--- config.mk ---
export PLATFORM = sky130hd
export DESIGN_NAME = pulse_tx
export DESIGN_NICKNAME = d
export VERILOG_FILES = /design/src/rtl/pulse_tx.sv
export SDC_FILE = /design/constraint.sdc
export NUM_CORES = 1
export LEC_CHECK = 0
export BUFFER_PORTS_ARGS = -buffer_cell sky130_fd_sc_hd__buf_2
export CAP_MARGIN = 20
export CELL_PAD_IN_SITES_DETAIL_PLACEMENT = 0
export CELL_PAD_IN_SITES_GLOBAL_PLACEMENT = 1
export CORE_MARGIN = 8
export CORE_UTILIZATION = 42
export DETAILED_ROUTE_END_ITERATION = 10
export GPL_TIMING_DRIVEN = 0
export PLACE_DENSITY = 0.86
export REMOVE_ABC_BUFFERS = 1
export SETUP_SLACK_MARGIN = 0.2
export SLEW_MARGIN = 0
export SYNTH_ARGS = -nofsm -noshare
export SYNTH_HDL_FRONTEND = slang
export SYNTH_SLANG_ARGS = --single-unit
--- constraint.sdc ---
create_clock -name clk_in -period 2.6 [get_ports clk_in]
set_clock_uncertainty 0.05 [all_clocks]
set_input_delay 0.39 -clock clk_in [delete_from_list [all_inputs] [get_ports clk_in]]
set_output_delay 0.39 -clock clk_in [all_outputs]
set_load 0.005 [all_outputs]
--- src/rtl/pulse_tx.sv ---
// rtl/pulse_tx.sv - pulse-distance frame transmitter (sync burst/silence, MSB-first bits, final burst)
module pulse_tx #(
  parameter int SBD   = 1000,
  parameter int SSD   = 1000,
  parameter int BBD   = 500,
  parameter int BSD0  = 250,
  parameter int BSD1  = 500,
  parameter int WIDTH = 128
) (
  input  logic             clk_in,
  input  logic             rst_in,
  input  logic [WIDTH-1:0] code_in,
  input  logic             trigger_in,
  output logic             ready_out,
  output logic             signal_out,
  output logic             done_out,
  output logic [2:0]       state_out
);

  localparam int MAX_A = (SBD > SSD) ? SBD : SSD;
  localparam int MAX_B = (BBD > BSD0) ? BBD : BSD0;
  localparam int MAX_C = (MAX_A > MAX_B) ? MAX_A : MAX_B;
  localparam int MAXD  = (MAX_C > BSD1) ? MAX_C : BSD1;
  localparam int CW    = $clog2(MAXD) + 1;
  localparam int BW    = $clog2(WIDTH) + 1;

  typedef enum logic [2:0] {
    IDLE         = 3'd0,
    SYNC_BURST   = 3'd1,
    SYNC_SILENCE = 3'd2,
    BIT_BURST    = 3'd3,
    BIT_SILENCE  = 3'd4,
    FINAL_BURST  = 3'd5
  } state_t;

  state_t           state_q, state_d;
  logic [CW-1:0]    cnt_q, cnt_d;
  logic [BW-1:0]    bit_q, bit_d;
  logic [WIDTH-1:0] sr_q, sr_d;
  logic             fin_q, fin_d;
  logic             signal_q, ready_q, done_q;
  logic             cnt_last;

  assign cnt_last = (cnt_q == CW'(1));

  // The counter holds the remaining cycles of the current state; a state
  // ends on the cycle its counter reads 1, so each lasts exactly its duration.
  always_comb begin
    state_d = state_q;
    cnt_d   = cnt_q;
    bit_d   = bit_q;
    sr_d    = sr_q;
    fin_d   = 1'b0;
    case (state_q)
      IDLE: begin
        if (trigger_in) begin
          sr_d    = code_in;
          cnt_d   = CW'(SBD);
          bit_d   = '0;
          state_d = SYNC_BURST;
        end
      end
      SYNC_BURST: begin
        if (cnt_last) begin
          cnt_d   = CW'(SSD);
          state_d = SYNC_SILENCE;
        end else begin
          cnt_d = cnt_q - CW'(1);
        end
      end
      SYNC_SILENCE: begin
        if (cnt_last) begin
          cnt_d   = CW'(BBD);
          state_d = BIT_BURST;
        end else begin
          cnt_d = cnt_q - CW'(1);
        end
      end
      BIT_BURST: begin
        if (cnt_last) begin
          cnt_d   = sr_q[WIDTH-1] ? CW'(BSD1) : CW'(BSD0);
          state_d = BIT_SILENCE;
        end else begin
          cnt_d = cnt_q - CW'(1);
        end
      end
      BIT_SILENCE: begin
        if (cnt_last) begin
          sr_d    = sr_q << 1;
          bit_d   = bit_q + BW'(1);
          cnt_d   = CW'(BBD);
          state_d = (bit_q == BW'(WIDTH - 1)) ? FINAL_BURST : BIT_BURST;
        end else begin
          cnt_d = cnt_q - CW'(1);
        end
      end
      FINAL_BURST: begin
        if (cnt_last) begin
          cnt_d   = '0;
          fin_d   = 1'b1;
          state_d = IDLE;
        end else begin
          cnt_d = cnt_q - CW'(1);
        end
      end
      default: begin
        cnt_d   = '0;
        state_d = IDLE;
      end
    endcase
  end

  always_ff @(posedge clk_in) begin
    if (rst_in) begin
      state_q <= IDLE;
      cnt_q   <= '0;
      bit_q   <= '0;
      sr_q    <= '0;
      fin_q   <= 1'b0;
    end else begin
      state_q <= state_d;
      cnt_q   <= cnt_d;
      bit_q   <= bit_d;
      sr_q    <= sr_d;
      fin_q   <= fin_d;
    end
  end

  // Outputs are decoded from the registered state one cycle later, so the
  // line rises the edge after acceptance and done lands with the first low cycle.
  always_ff @(posedge clk_in) begin
    if (rst_in) begin
      signal_q <= 1'b0;
      ready_q  <= 1'b1;
      done_q   <= 1'b0;
    end else begin
      signal_q <= (state_q == SYNC_BURST) || (state_q == BIT_BURST) ||
                  (state_q == FINAL_BURST);
      ready_q  <= (state_q == IDLE);
      done_q   <= fin_q;
    end
  end

  assign signal_out = signal_q;
  assign ready_out  = ready_q;
  assign done_out   = done_q;
  assign state_out  = state_q;

endmodule

# Yosys cells after proc, flatten, opt, wreduce, memory -nomap -nowiden

Cells that the tools add are included.
W data, S select, Z words.

Bitwise gates (word level): 1
Equality and inequality tests: 13
Muxes and demuxes: 22
Reduce and logical (&&, ||, !) cells: 8
Add/subtract/negate cells: 2

Operators with widths:

| operator                | count |
|---|---|
| $mux W128               | 2 |
| $pmux W128 S2           | 1 |
| $mux W11                | 5 |
| $pmux W11 S5            | 1 |
| $mux W3                 | 7 |
| $pmux W3 S6             | 1 |
| $mux W8                 | 2 |
| $pmux W8 S2             | 1 |
| $ne A2 B2 Y1 const B    | 6 |
| $eq A11 B1 Y1 const B   | 1 |
| $sub A11 B1 Y11 const B | 1 |
| $mux W9                 | 1 |
| $add A8 B1 Y8 const B   | 1 |
| $eq A8 B7 Y1 const B    | 1 |
| $eq A3 B2 Y1 const B    | 2 |
| $eq A3 B3 Y1 const B    | 2 |
| $reduce_and A6 Y1       | 1 |
| $reduce_or A2 Y1        | 2 |
| $eq A3 B1 Y1 const B    | 1 |
| $logic_not A3 Y1        | 1 |
| $reduce_and A3 Y1       | 1 |
| $logic_or A1 B1 Y1      | 2 |
| $reduce_bool A2 Y1      | 1 |
| $mux W1                 | 1 |
| $not A1 Y1              | 1 |

Bits in registers: 154
Word-level logic and storage cells: 54
Output and inout port bits: 6

# Logic depth before layout (Yosys ltp)

Gate-level depths: netlist of the first run.

Depth in word-level cells: 4
Depth in mapped cells: 9
Mapped depth without buffers: 7

# Worst setup path before layout of the first run

OpenSTA, ideal clock, no wires.

Kind: register to register
Start: register cnt_q[0]
End: register bit_q[1]
Arrival: 1.791 ns
Stages on the path, launching flop included: 9
Setup slack: 0.638 ns
Setup time: 0.121 ns
Period minus slack after synthesis: 1.962 ns
Path buffers: 2
Path through: dfxtp_1 > ha_1 > nor4b_4 > a41oi_4 > nor2_4 > buf_4 > buf_4 > mux2i_1 > nor2_1

Longest elaborated chain between the ends: 3

RTL lines:

| item                        | line | text |
|---|---|---|
| start, declared             | 37   | `logic [CW-1:0] cnt_q, cnt_d;` |
| start signal, assigned      | 122  | `cnt_q <= cnt_d;` |
| $eq A11 B1 Y1               | 44   | `assign cnt_last = (cnt_q == CW'(1));` |
| $ne A2 B2 Y1 (no line)      | --   |  |
| $reduce_and A3 Y1 (no line) | --   |  |
| end signal, assigned        | 123  | `bit_q <= bit_d;` |
| end, declared               | 38   | `logic [BW-1:0] bit_q, bit_d;` |

Every way passes these cells.
A chain may end at the register's enable or synchronous reset.

# Final worst setup path of the first run

Start: register cnt_q[1]
End: register sr_q[80]

Longest elaborated chain between the ends: 3

RTL lines:

| item                        | line | text |
|---|---|---|
| $eq A11 B1 Y1               | 44   |  |
| $ne A2 B2 Y1 (no line)      | --   |  |
| $reduce_and A3 Y1 (no line) | --   |  |
| end signal, assigned        | 124  | `sr_q <= sr_d;` |
| end, declared               | 39   | `logic [WIDTH-1:0] sr_q, sr_d;` |

Every way passes these cells.

==> results.tsv, run 1 <==
stage	metric	value	unit
global_route	global-route wire length before repair	32490	um
worst_setup_path	CP Launch Type	register	
worst_setup_path	critical path cell sequence	inv_1 > ha_1 > nor4b_4 > a41oi_4 > nor2_4 > buf_4 > buf_12 > buf_16 > buf_16 > nor2_1 > a311oi_1	
sta	crit path time final	2.298	ns
route	Vias	6825	
global_route	vias in the first global route	6556	
global_route	GRT Residual Overflow	0	
worst_setup_path	CP max FO	16	
layout	# nets final	1147	
logic_synthesis	mux contribution to synthesized area	0.1314	%
logic_synthesis	simple-gate share of the synthesized area	24.96	%
sta	pin slew with the least headroom to its limit	0.5991	ns
sta	final cycle utilization of the critical path	88.37	%
worst_setup_path	worst-case reg-to-reg path depth	11	
global_route	all-layer global routing usage	17.47	%
clock_tree	Clock Sinks	154	
run_status	status	finished clean	
logic_synthesis	xor-xnor portion of the synthesized cell area	1.264	%
placement	RD Place Congestion	0.8110	
worst_setup_path	required time worst endpoint	2.88	ns
route	Post-DRT Antenna Nets	0	
worst_setup_path	CP top delay family	buffers and inverters	
route	drt first pass iters	4	
sta	Setup TNS	0	ns
logic_synthesis	largest family of logic cells by synthesized area	compound AO/OA/AOI/OAI gates	
route	detail-routed net length per standard cell	16.25	um
floorplan	DIE WIDTH	150.7	um
clock_tree	CTS Buf Count	17	
route	DRC errors left	0	
worst_setup_path	crit path kind	reg2reg	
sta	setup violators final	0	
floorplan	Row Count	49	
worst_hold_path	Worst Hold Class	in2reg	
sta	RSZ-0062 raised after global routing	yes	
layout	Area Growth Syn to Fin	23.38	%
clock_tree	Root Buffer	clkbuf_16	
worst_setup_path	Setup crit end kind	register	
layout	layout cells sized above 1	29.82	%
logic_synthesis	Synth Register Bits	154	
clock_tree	H-tree levels	4	
layout	fillers	1727	
layout	commonest non-fill, non-tap cell in the layout	nand2_1	
pwr	Max VDD drop	0.4677	mV
floorplan	core box area	17900	um2
worst_setup_path	CP Buf/Inv Count	5	
worst_setup_path	arrival time at the worst endpoint	2.58	ns
clock_tree	Clock Latency Late Sink	0.43	ns
floorplan	Initial Util	42.56	%
route	Vias/cell	5.430	
logic_synthesis	sequential area share after synthesis	40.46	%
logic_synthesis	Synth Cell Area	7620	um2
sta	Slew HR	60.06	%
placement	# port buffers	136	
floorplan	I/O pin cnt	137	
logic_synthesis	Synth Area in Compound Gates	26.52	%
sta	Max Slew Vio Count	0	
layout	most frequent cells in the layout	nand2_1 (268), nor2_1 (150), dfxtp_1 (150)	
layout	final design area excluding fillers	9402	um2
route	drt total wl	20430	um
logic_synthesis	Synth Area in Adders	0.4926	%
floorplan	die footprint	22710	um2
logic_synthesis	largest cells by area after synthesis	dfxtp_1 (40%), a311oi_2 (18%), nand2_1 (13%)	
clock_tree	Worst-path clk slew	0.08	ns
logic_synthesis	Mapped Cells	907	
pwr	total leakage power	3.666	nW
global_route	initial antenna violation count	4	
worst_setup_path	critical path depth	11	
placement	DP Wirelength	12350	um
worst_setup_path	r2r setup slk	0.30	ns
logic_synthesis	Yosys Warn Count	0	
logic_synthesis	Mean Syn Cell Area	8.401	um2
global_route	pin count of the biggest net entering global routing	81	
clock_tree	worst-case clock buffer depth	2	
logic_synthesis	top cell type's share of synthesized area	40.46	%
worst_setup_path	CP most frequent cell	buf_16	
route	Iter 0 DRT Violations	396	
clock_tree	TritonCTS clock tree	yes	
sta	Final Hold Fails	0	
logic_synthesis	area leader, netlist	dfxtp_1	
floorplan	chip height	150.7	um
pwr	P per Cell Area	678.8	nW/um2
placement	post-place instance area	8487	um2
worst_hold_path	hold depth	3	
worst_setup_path	slowest stage delay, CP	0.33	ns
worst_setup_path	Critical-path top delay cell	dfxtp_1	
sta	FMAX	435.3	MHz
job	Max Cap Viol	0	
logic_synthesis	Unique masters post-synth	42	
flip-flops by register name, indices dropped and copies added (netlist names):
register	count
done_out	1
bit_q	8
cnt_q	11
state_out	3
ready_out	1
signal_out	1
sr_q	128
fin_q	1
where the power goes:
part           internal, W  switching (W)
Combinational     0.000582       0.000616
Clock              0.00129        0.00111
Sequential         0.00261       0.000177
Total              0.00447        0.00191
worst min-delay path: stages:
cell	delay, ns
buf_2	0.10
nand3_1	0.05
a21oi_1	0.06
synth_stat cells:
master and number:
a21o_1 2, nand4b_1 1, ha_1 3, and2_1 1
or3_1 2, nor3b_1 3, nand2_1 270, a211oi_1 3
o21ai_0 15, clkinv_1 1, nand3b_1 1, o32ai_1 1
xor2_1 2, inv_1 6, nor2_1 151, nor4_2 1
nor3_1 10, clkbuf_1 52, nand3_1 13, nor4b_4 1
a41oi_4 1, nor2_4 1, buf_4 12, nand2b_1 1
or4_1 2, a31oi_1 5, o31ai_1 4, buf_2 7
mux2i_1 1, o21a_1 1, nor4_1 6, nor2b_1 3
xnor2_1 9, o22ai_1 1, and3_1 1, a21oi_1 12
dfxtp_1 154, a311oi_1 38, a311oi_2 91, buf_6 11
o211ai_1 5, and4_1 2
routing by layer:
metal  part of all wire (%)  GRT usage [%]  vias to the layer above
li1                       -              -                     3402
met1                     48          23.81                     3230
met2                     45          26.48                      165
met3                    5.6          4.929                       20
met4                   0.86          4.800                        8
met5                   0.23              0                        -
stage by stage:
step                      setup WS (ns)  total power, W  util (%)  cells  hold WS, ns
after detailed placement        -0.8418        0.003886     47.41   1204       0.3914
after global routing             0.1790        0.006696     52.49   1255       0.1677
after floorplan                  -2.901        0.003538         -    825       0.3638
final                            0.3025        0.006381     52.52   1257       0.1737
after CTS                        0.2295        0.006402     51.77   1248       0.1551
after global placement           -6.529        0.003851     45.49   1190       0.3712
worst paths after layout:
check,startpoint,end
worst max-delay path,cnt_q[1],sr_q[80]
worst min-delay path,code_in[0],sr_q[0]
worst max register to register,cnt_q[1],sr_q[80]
worst min register to register,fin_q,done_out
cells by family after synthesis:
logic type,Yosys count
AO/OA/AOI/OAI,179
flip-flops,154
multiplexers,1
adder cells (fa/ha/maj),3
XOR/XNOR,11
AND/OR/NAND/NOR,470
buffers and inverters,89
area by class of cell:
cell class              count  area [um2]  area share, %
diodes                      2       5.005        0.05323
clock buffers              18       439.2          4.671
clock inverters            14       125.1          1.331
inverters                   7       26.28         0.2795
multi-input cells         666        4118          43.80
flip-flops and latches    154        3090          32.87
well taps                 229       286.5          3.048
repair buffers            167        1311          13.95
what timing repair did:
action                                 4_1_cts  5_1_grt
buffers inserted                             6        4
cloned                                       6        3
setup endpoints to repair                  130       52
hold buffers                                 0        0
resized for setup                            9        6
endpoints found under the hold margin        0        0
pin swaps                                    3        1
Note: power is estimated with default switching activity, not from simulation.
==> inputs of run 2 (changes only) <==
CORE_ASPECT_RATIO = 0.75   (was unset)
==> run 2 against run 1 <==
Net effect: sequential power is essentially flat; via count shrank 0.28%; first-iteration DRC count grew 60%; clock-buffer cell count grew 1; setup slack gained 0.047 ns; hold slack gained 0.0044 ns; power grew 5.5%; register-to-register slack gained 0.05 ns; critical endpoint is now cnt_q[3]; highest routed layer unchanged.
==> results.tsv, run 2 (same netlist as run 1, synthesis figures left out) <==
stage	metric	value	unit
sta	Hold Slack	0.1781	ns
placement	# port buffers	136	
layout	most frequent cells in the layout	nand2_1 (268), nor2_1 (150), dfxtp_1 (150)	
route	DRC errors left	0	
pwr	P per Cell Area	711.2	nW/um2
global_route	GRT Residual Overflow	0	
clock_tree	Clock Sinks	154	
sta	final cycle utilization of the critical path	86.56	%
placement	post-place instance area	8464	um2
worst_setup_path	CP max FO	17	
layout	Regs by FF count	sr_q (128), cnt_q (11), bit_q (8)	
floorplan	I/O pin cnt	137	
worst_setup_path	Critical-path top delay cell	dfxtp_1	
clock_tree	Worst-path clk slew	0.07	ns
route	Vias	6806	
job	Max Cap Viol	0	
layout	Register Area	3090	um2
worst_setup_path	required time worst endpoint	2.89	ns
layout	Antenna Cells	0	
route	Vias/cell	5.380	
layout	Multi-input gate area	4126	um2
sta	Setup TNS	0	ns
clock_tree	Clock Latency Late Sink	0.42	ns
run_status	status	finished clean	
layout	Area Growth Syn to Fin	24.17	%
global_route	pin count of the biggest net entering global routing	81	
layout	layout cells sized above 1	29.52	%
worst_hold_path	Worst Hold Class	in2reg	
layout	fillers	1679	
floorplan	Row Count	42	
floorplan	Initial Util	43.03	%
worst_setup_path	CP most frequent cell	buf_4	
placement	DP Wirelength	12260	um
sta	Max Slew Vio Count	0	
floorplan	core box area	17710	um2
placement	RD Place Congestion	0.8556	
global_route	initial antenna violation count	2	
placement	placed cell count	1216	
clock_tree	TritonCTS clock tree	yes	
worst_setup_path	arrival time at the worst endpoint	2.54	ns
sta	Final Hold Fails	0	
sta	setup violators final	0	
worst_setup_path	CP top delay family	simple AND/OR/NAND/NOR gates	
worst_setup_path	CP Buf/Inv Count	3	
worst_setup_path	crit path kind	reg2reg	
pwr	total leakage power	3.686	nW
floorplan	DIE WIDTH	171.5	um
route	drt first pass iters	4	
route	Iter 0 DRT Violations	632	
global_route	vias in the first global route	6466	
layout	fin util	53.43	%
route	Post-DRT Antenna Nets	0	
sta	RSZ-0062 raised after global routing	no	
worst_setup_path	CP Launch Type	register	
worst_setup_path	slowest stage delay, CP	0.37	ns
layout	final design area excluding fillers	9462	um2
layout	Top reg by flops	sr_q	
layout	commonest non-fill, non-tap cell in the layout	nand2_1	
global_route	global-route wire length before repair	33080	um
route	detail-routed net length per standard cell	15.91	um
pwr	Max VDD drop	0.3422	mV
layout	max reg flops	128	
clock_tree	Root Buffer	clkbuf_16	
sta	crit path time final	2.250	ns
layout	# nets final	1144	
clock_tree	CTS Buf Count	17	
clock_tree	H-tree levels	4	
route	drt total wl	20130	um
clock_tree	worst-case clock buffer depth	2	
floorplan	chip height	132.7	um
sta	Slew HR	51.00	%
worst_setup_path	Setup crit end kind	register	
floorplan	die footprint	22750	um2
layout	post-route insts no fill	1265	
worst_setup_path	critical path cell sequence	inv_1 > ha_1 > nor4b_4 > buf_4 > buf_4 > and3_2 > o21ai_0 > nand2_1 > o31ai_1	
sta	FMAX	444.4	MHz
global_route	all-layer global routing usage	17.53	%
sta	pin slew with the least headroom to its limit	0.7343	ns
## run 2: cell types whose count changed in the layout (fill, tap and decap cells not counted), sizes merged
cell	delta
buf	-1
diode	-2
inv	-7
clkinvlp	-2
clkinv	+3
bufinv	+5
clkbuf	-1
## run 2: layout make-up
cell class	instances	share of cell area (%)
clock inverters	13	2.275
inverters	7	0.2777
multi-input cells	666	43.61
flip-flops and latches	154	32.66
well taps	242	3.200
repair buffers	164	13.29
clock buffers	19	4.681
## run 2: power breakdown
part	switching, W	leakage (nW)	internal [W]
Combinational	0.000613	2.09	0.000568
Sequential	0.000176	1.28	0.00261
Clock	0.00102	0.323	0.00174
Total	0.00181	3.69	0.00492
## run 2: worst register-to-register path, stage by stage, from the launching register on
cell and delay, ns:
dfxtp_1 0.37, inv_1 0.08, ha_1 0.18, nor4b_4 0.14, buf_4 0.15, buf_4 0.15
and3_2 0.34, o21ai_0 0.34, nand2_1 0.15, o31ai_1 0.23
## run 2: worst paths after layout
kind         slack (ns)  startpoint  endpoint  depth (start not counted)
min reg2reg        0.42       fin_q  done_out                          1
min                0.18  code_in[0]   sr_q[0]                          3
max reg2reg        0.35    cnt_q[1]  cnt_q[3]                          9
max                0.35    cnt_q[1]  cnt_q[3]                          9
## run 2: per-stage QoR
stage	power (W)	worst slack [ns]
4_1_cts	0.006763	0.2338
6_report	0.006729	0.3496
3_3_place_gp	0.003857	-6.445
5_1_grt	0.007047	0.2206
3_5_place_dp	0.003873	-0.8091
2_1_floorplan	0.003538	-2.901
## run 2: timing repair
action                                  4_1_cts  5_1_grt
endpoints found under the setup margin      130       79
hold endpoints to repair                      0        0
buffers inserted                              6        3
hold buffers                                  0        0
cloned                                        7        1
resized for setup                            13        6
pin swaps                                     3        2
## run 2: routing by layer
metal / track usage, % / share of wire (%)
met2: 24.12 / 43
met4: 4.627 / 0.55
met3: 5.557 / 7.2
met1: 25.50 / 49
met5: 0 / 0.11
